<file path="src/rtl/sublist_writer.sv">
// sublist_writer: fills the inactive bank of the sublist line RAM with glyph columns and swaps banks on rd_sync.
// Optional control-code filtering is enabled by defining SUBLIST_CTRL_FILTER_EN.
module sublist_writer #(
    parameter int CHAR_W = 8,
    parameter int CHAR_H = 16,
    parameter int CPSBLN = 32,
    parameter int CODE_W = 7
) (
    input  logic                                  clk,
    input  logic                                  rst,
    input  logic                                  char_valid,
    input  logic [CODE_W-1:0]                     char_code,
    input  logic                                  char_eol,
    output logic                                  char_ready,
    output logic [CODE_W+$clog2(CHAR_W)-1:0]      font_addr,
    input  logic [CHAR_H-1:0]                     font_col,
    output logic                                  wr_en,
    output logic                                  wr_bank,
    output logic [$clog2(CPSBLN*CHAR_W)-1:0]      wr_addr,
    output logic [CHAR_H-1:0]                     wr_data,
    output logic                                  rd_bank,
    input  logic                                  rd_sync,
    output logic                                  line_done
);
    localparam int LW = $clog2(CHAR_W);
    localparam int CW = $clog2(CHAR_W + 1);
    localparam int SW = $clog2(CPSBLN + 1);
    localparam int AW = $clog2(CPSBLN * CHAR_W);
    localparam int FW = CODE_W + LW;

    typedef enum logic [1:0] {IDLE, FETCH, PAD, WAIT_SYNC} state_t;

    state_t            state, state_n;
    logic [CW-1:0]     col, col_n;
    logic [SW-1:0]     slot, slot_n;
    logic [CODE_W-1:0] code, code_n, in_code;
    logic              eol, eol_n, blank, blank_n, in_eol, in_blank;
    logic              rd_bank_n, char_ready_n, wr_en_n, line_done_n;
    logic [AW-1:0]     wr_addr_n;
    logic [CHAR_H-1:0] wr_data_n;
    logic [FW-1:0]     font_addr_n;

`ifdef SUBLIST_CTRL_FILTER_EN
    assign in_blank = (char_code < CODE_W'('h20)) || (char_code == CODE_W'('h7F));
    assign in_code  = in_blank ? CODE_W'('h20) : char_code;
    assign in_eol   = char_eol || (char_code == CODE_W'('h0A));
`else
    assign in_blank = 1'b0;
    assign in_code  = char_code;
    assign in_eol   = char_eol;
`endif

    assign wr_bank = ~rd_bank;

    // Next state and next registered outputs; every output is a flop so writes track state by one cycle
    always_comb begin
        state_n      = state;
        col_n        = col;
        slot_n       = slot;
        code_n       = code;
        eol_n        = eol;
        blank_n      = blank;
        rd_bank_n    = rd_bank;
        char_ready_n = 1'b0;
        wr_en_n      = 1'b0;
        wr_addr_n    = wr_addr;
        wr_data_n    = wr_data;
        font_addr_n  = font_addr;
        line_done_n  = 1'b0;
        case (state)
            IDLE: begin
                char_ready_n = 1'b1;
                if (char_valid) begin
                    state_n      = FETCH;
                    col_n        = '0;
                    code_n       = in_code;
                    eol_n        = in_eol;
                    blank_n      = in_blank;
                    font_addr_n  = {in_code, {LW{1'b0}}};
                    char_ready_n = 1'b0;
                end
            end
            FETCH: begin
                if (col != CW'(CHAR_W)) begin
                    col_n       = col + CW'(1);
                    font_addr_n = {code, col_n[LW-1:0]};
                    wr_en_n     = 1'b1;
                    wr_addr_n   = AW'(slot * CHAR_W) + AW'(col);
                    wr_data_n   = blank ? '0 : font_col;
                    if (col == CW'(CHAR_W - 1))
                        slot_n = slot + SW'(1);
                end else if (slot == SW'(CPSBLN)) begin
                    state_n = WAIT_SYNC;
                end else if (eol) begin
                    state_n   = PAD;
                    wr_en_n   = 1'b1;
                    wr_addr_n = AW'(slot * CHAR_W);
                    wr_data_n = '0;
                end else begin
                    state_n      = IDLE;
                    char_ready_n = 1'b1;
                end
            end
            PAD: begin
                if (wr_addr == AW'(CPSBLN * CHAR_W - 1)) begin
                    state_n = WAIT_SYNC;
                end else begin
                    wr_en_n   = 1'b1;
                    wr_addr_n = wr_addr + AW'(1);
                    wr_data_n = '0;
                end
            end
            WAIT_SYNC: begin
                if (rd_sync) begin
                    state_n      = IDLE;
                    rd_bank_n    = ~rd_bank;
                    line_done_n  = 1'b1;
                    slot_n       = '0;
                    char_ready_n = 1'b1;
                end
            end
            default: state_n = IDLE;
        endcase
    end

    // State and output registers with synchronous active-low reset discarding any partial line
    always_ff @(posedge clk) begin
        if (!rst) begin
            state      <= IDLE;
            col        <= '0;
            slot       <= '0;
            code       <= '0;
            eol        <= 1'b0;
            blank      <= 1'b0;
            rd_bank    <= 1'b0;
            char_ready <= 1'b1;
            wr_en      <= 1'b0;
            wr_addr    <= '0;
            wr_data    <= '0;
            font_addr  <= '0;
            line_done  <= 1'b0;
        end else begin
            state      <= state_n;
            col        <= col_n;
            slot       <= slot_n;
            code       <= code_n;
            eol        <= eol_n;
            blank      <= blank_n;
            rd_bank    <= rd_bank_n;
            char_ready <= char_ready_n;
            wr_en      <= wr_en_n;
            wr_addr    <= wr_addr_n;
            wr_data    <= wr_data_n;
            font_addr  <= font_addr_n;
            line_done  <= line_done_n;
        end
    end
endmodule

</file>
<file path="config.mk">
export PLATFORM = sky130hd
export DESIGN_NAME = sublist_writer
export DESIGN_NICKNAME = d
export VERILOG_FILES = /design/src/rtl/sublist_writer.sv
export SDC_FILE = /design/constraint.sdc
export NUM_CORES = 1
export LEC_CHECK = 0
export ABC_AREA = 1
export CAP_MARGIN = 20
export CORE_ASPECT_RATIO = 0.7
export CORE_MARGIN = 2
export CORE_UTILIZATION = 40
export CTS_CLUSTER_DIAMETER = 120
export DETAILED_ROUTE_END_ITERATION = 7
export PLACE_DENSITY = 0.63
export SLEW_MARGIN = 40
export SYNTH_ARGS = -nofsm -noshare
export SYNTH_HDL_FRONTEND = slang
export SYNTH_SLANG_ARGS = --single-unit
</file>
<file path="constraint.sdc">
create_clock -name clk -period 4.1 [get_ports clk]
set_input_delay 0.82 -clock clk [delete_from_list [all_inputs] [get_ports clk]]
set_output_delay 0.82 -clock clk [all_outputs]
set_load 0.005 [all_outputs]
</file>
# == After elaboration in Yosys (flattened, before gate mapping) ==
# Cells that the tools add are included.
# op_classes
add_sub_neg,4
n_bitwise,1
n_reduce_logical,11
muxes,38
n_eq_ne,16
# op_table
cell,count
two-way mux 16 bit,4
two-way mux 8 bit,4
case mux 16 bit (2 select lines),1
two-way mux 10 bit,2
case mux 10 bit (2 select lines),1
two-way mux 6 bit,3
case mux 8 bit (2 select lines),1
"inequality test 2 bit, second input constant",7
two-way mux 2 bit,6
case mux 6 bit (2 select lines),1
AND reduction 4 bit,3
two-way mux 1 bit,9
"adder 8 x 1 -> 8 bit, second input constant",1
adder 8 x 4 -> 8 bit,1
"== test 8 bit, second input constant",1
two-way mux 4 bit,2
case mux 2 bit (4 select lines),1
case mux 4 bit (2 select lines),1
"adder 6 x 1 -> 6 bit, second input constant",1
"== test 6 bit, second input constant",1
"inequality test 3 bit, second input constant",2
AND reduction 2 bit,3
nonzero test 2 bit,3
"adder 4 x 1 -> 4 bit, second input constant",1
9 further kinds,10
# totals
input_bits,28
regBits,58

# == Logic depth before layout (Yosys ltp) ==
# depth
depth_word,4
depth_mapped,13

# == Worst setup path after synthesis ==
# Ideal clock, no wire load.
# synth_timing
kind,input port to flip-flop
startpoint,in char_valid
endpoint,reg font_addr[2]
n_path_buf,1
required_ns,4.030
t_arrival_ns,1.584
cell_stages,6
setup_time_ns,0.070
setup_slack_ns,2.446
path_cell_list,nand2_1 -> clkbuf_1 -> inv_1 -> a21oi_1 -> o21ai_0 -> a21oi_1
# synth_via
elab_chain_len,2
# synth_lines
item,line_no,rtl
"start, declared",11,"input logic char_valid,"
inequality test 2 bit (no source line),--,
AND reduction 3 bit (no source line),--,
"end signal, assigned",154,font_addr <= font_addr_n;
"end, declared",15,"output logic [CODE_W+$clog2(CHAR_W)-1:0] font_addr,"
# No other way between the ends.
# A chain may end at the register's enable or synchronous reset.

# == Worst setup path after layout ==
# layout_timing
startpoint,reg state[0]
endpoint,reg wr_data[12]
# layout_via
elab_chain_len,3
word_cells_on_any_way,8
# layout_lines
item,line_no,rtl
"start, declared",33,"state_t state, state_n;"
"start signal, assigned",143,state <= state_n;
== test 2 x 1 -> 1 bit / == test 2 bit (equally long branches),70,case (state)
inequality test 3 bit (no source line) (tied with other cells),--,
AND reduction 4 bit (no source line),--,
"end signal, assigned",153,wr_data <= wr_data_n;
"end, declared",20,"output logic [CHAR_H-1:0] wr_data,"
# Several ways; a longest one is shown, not always the timed one.

==> flow_metrics.env <==
export IMPL_status="completed"
export IMPL_rsz0062_at_grt="no"
export IMPL_dp_hpwl_um=4970
export IMPL_cts_tree="yes"
export IMPL_crit_chain="inv_1, ha_1, inv_2, nand2_1, nand2_2, nand2_4, inv_2, nand2_1, nand2_1, nor2_1"
export IMPL_grt_pass1_wl_um=10900
export IMPL_row_count=25
export IMPL_post_synth_cell_area_avg_um2=6.65
export IMPL_powerDensity_mw_per_mm2=600
export IMPL_crit_buf_inv=3
export IMPL_synth_edff_count=0
export IMPL_min_period_over_period_pct=58.3
export IMPL_drv_cap=0
export IMPL_seq_area_mm2=0.00110
export IMPL_cp_endpoint="wr_data[12]"
export IMPL_crit_type="register to register"
export IMPL_seq_area_frac_synth_pct=38.9
export IMPL_post_drt_wl_per_cell_um=11.8
export IMPL_tns_ns=0
export IMPL_chipHeight_um=74.4
export IMPL_reg2reg_depth=10
export IMPL_startpoint="state[0]"
export IMPL_antenna_found_initial=0
export IMPL_timing_rr_start="state[0]"
export IMPL_n_fill_cell=709
export IMPL_cpPeakStageDelay_ns=0.55
export IMPL_first_pass_iters=4
export IMPL_overflow=0
export IMPL_routed_wl_um=6780
export IMPL_grt_max_degree=41
export IMPL_fp_coreArea_mm2=0.00682
export IMPL_worstSetupPathDepth=10
export IMPL_synthCells=426
export IMPL_fin_skew_ns=0.00393
export IMPL_crit_family="buffers and inverters"
export IMPL_startpoint_type="register"
export IMPL_grtUsageTotal_pct=17.4
export IMPL_via_count=2677
export IMPL_hold_path_class="register to register"
export IMPL_diodes=0
export IMPL_io_buffers=66
export IMPL_synthFlopType="dfxtp_1"
export IMPL_critPathMaxFanout=39
export IMPL_yosys_warnings=0
export IMPL_finalCriticalPeriod_ns=2.39
export IMPL_htree_levels=2
export IMPL_antenna_left=0
export IMPL_num_nets_final=520
export IMPL_rrSetupSlack_ns=1.71
export IMPL_die_w_um=105
export IMPL_die_area_mm2=0.00778
export IMPL_multiInputGateArea_mm2=0.00149
export IMPL_synth_fp_nets=465
export IMPL_areaGrowthSynthToFinish_pct=27.7
export IMPL_fmax_mhz=419
export IMPL_setup_viol=0
export IMPL_grt_pass1_vias=2247
export IMPL_cts_buffer_depth=2
export IMPL_mappedNetlistArea_mm2=0.00283
export IMPL_yosys_cell_count_top_type="nand2_1"
export IMPL_tightest_slew_ns=0.729
export IMPL_drive_gt1_share_pct=7.88
export IMPL_slew_headroom_pct=51.3
export IMPL_cp_arrival_ns=2.59
export IMPL_cts_root_buf="clkbuf_8"
export IMPL_fin_hold_ws_ns=0.476
export IMPL_clk_pin_slew_ns=0.10
export IMPL_postSynth_asyncResetShare_pct=0
export IMPL_post_cts_resized=0
export IMPL_synth_top_area_share_pct=38.9
export IMPL_cts_sinks=55
export IMPL_cp_required_ns=4.30
export IMPL_cp_end_kind="register"
export IMPL_synth_area_leaders="dfxtp_1, nand2_1, nor2_1, o21ai_0, ha_1"
export IMPL_start_util_pct=41.5
export IMPL_cts_hold_buf=0
export IMPL_cts_setup_buffers=0
export IMPL_drt_initial_drc_count=82
export IMPL_clock_latency_ns=0.30
export IMPL_crit_top_cell="nand2_1"
export IMPL_r2r_end="wr_data[12]"
export IMPL_synth_top_area_cell="dfxtp_1"
export IMPL_hold_viol=0
export IMPL_synth_seq_cells=55
export IMPL_synth_cell_types=27
export IMPL_cpMaxStageDelayCell="inv_2"
export IMPL_p_leak_nw=1.53
export IMPL_place_congestion=0.809
export IMPL_cts_buffers=5
export IMPL_viasPerCell=4.65
export IMPL_yosys_top_cells_count="nand2_1, nor2_1, dfxtp_1, o21ai_0, inv_1"
export IMPL_peakVddDrop_mv=0.404
export IMPL_drc_errors=0
export IMPL_slew_violations=0
export IMPL_ios=67
==> routing by layer <==
metal | up-vias | track usage [%] | wire length (um)
li1 | 1457 | - | -
met1 | 1157 | 26.3 | 3670
met2 | 61 | 25.0 | 2760
met3 | 2 | 3.86 | 319
met4 | 0 | 4.44 | 33
met5 | - | 0 | 0
==> registers in the layout, indices dropped and copies added, names as in the netlist, named ones only <==
| register | cells |
|---|---|
| char_ready | 1 |
| slot | 6 |
| eol | 1 |
| wr_addr | 8 |
| font_addr | 10 |
| wr_data | 16 |
| col | 1 |
| code | 7 |
| line_done | 1 |
| wr_en | 1 |
| rd_bank | 1 |
| state | 1 |
==> where the power goes <==
part / total (W) / switching (W) / internal, W
Clock: 0.000335 / 0.000180 / 0.000154
Combinational: 0.00100 / 0.000534 / 0.000470
Sequential: 0.000831 / 0.000127 / 0.000704
Total: 0.00217 / 0.000842 / 0.00133
==> tightest hold or removal path: cells and delay by family, from the launching register on <==
family	cells	cell delay, ns
compound gates	1	0.07
simple gates	1	0.05
flops	1	0.32
==> worst min path at each step <==
| stage | start | endpoint | slack, ns | depth (start not counted) |
|---|---|---|---|---|
| finish | code[6] | font_addr[9] | 0.48 | 2 |
| global route | code[3] | font_addr[6] | 0.49 | 2 |
| CTS | code[6] | font_addr[9] | 0.48 | 2 |
| detailed placement | code[6] | font_addr[9] | 0.47 | 2 |
| global placement | code[3] | font_addr[6] | 0.46 | 2 |
| floorplan | eol | eol | 0.44 | 2 |
==> cell families after synthesis <==
group,count (synthesis),synth area share [%]
and+or+nand+nor,234,34.8
adders and majority gates,11,4.86
AOI/OAI and AO/OA,68,12.5
DFF,55,38.9
xor gates and xnor gates,1,0.309
buffers and inverters,57,8.70
==> metrics by stage <==
stage	cell area, um^2	util (%)	std cells	total power (W)	worst slack (ns)
2_1_floorplan	2830	-	426	0.00146	2.45
3_3_place_gp	3510	51.5	568	0.00184	1.62
3_5_place_dp	3510	51.5	568	0.00185	1.58
4_1_cts	3620	53.1	576	0.00219	1.70
5_1_grt	3620	53.1	576	0.00236	1.49
6_report	3620	53.1	576	0.00217	1.71
==> placed cells by master (no fill, tap or decap), drive strengths merged, types with 2 or more instances in the layout <==
master	netlist	final
o22ai	2	2
nand2	127	127
or2	3	3
clkbuf	9	7
clkdlybuf4s50	0	66
inv	38	38
a31oi	7	7
nand4	4	4
a21oi	19	19
nor2	78	78
dfxtp	55	55
o21ai	39	39
nand3	20	20
ha	11	11
==> cell type report <==
type	count	share of cell area [%]
Timing Repair Buffer	67	18.5
Sequential cell	55	30.4
Clock buffer	7	2.66
Clock inverter	1	0.207
Tap cell	94	3.25
Inverter	38	3.94
Multi-Input combinational cell	314	41.0
(Power assumes the default switching activity.)
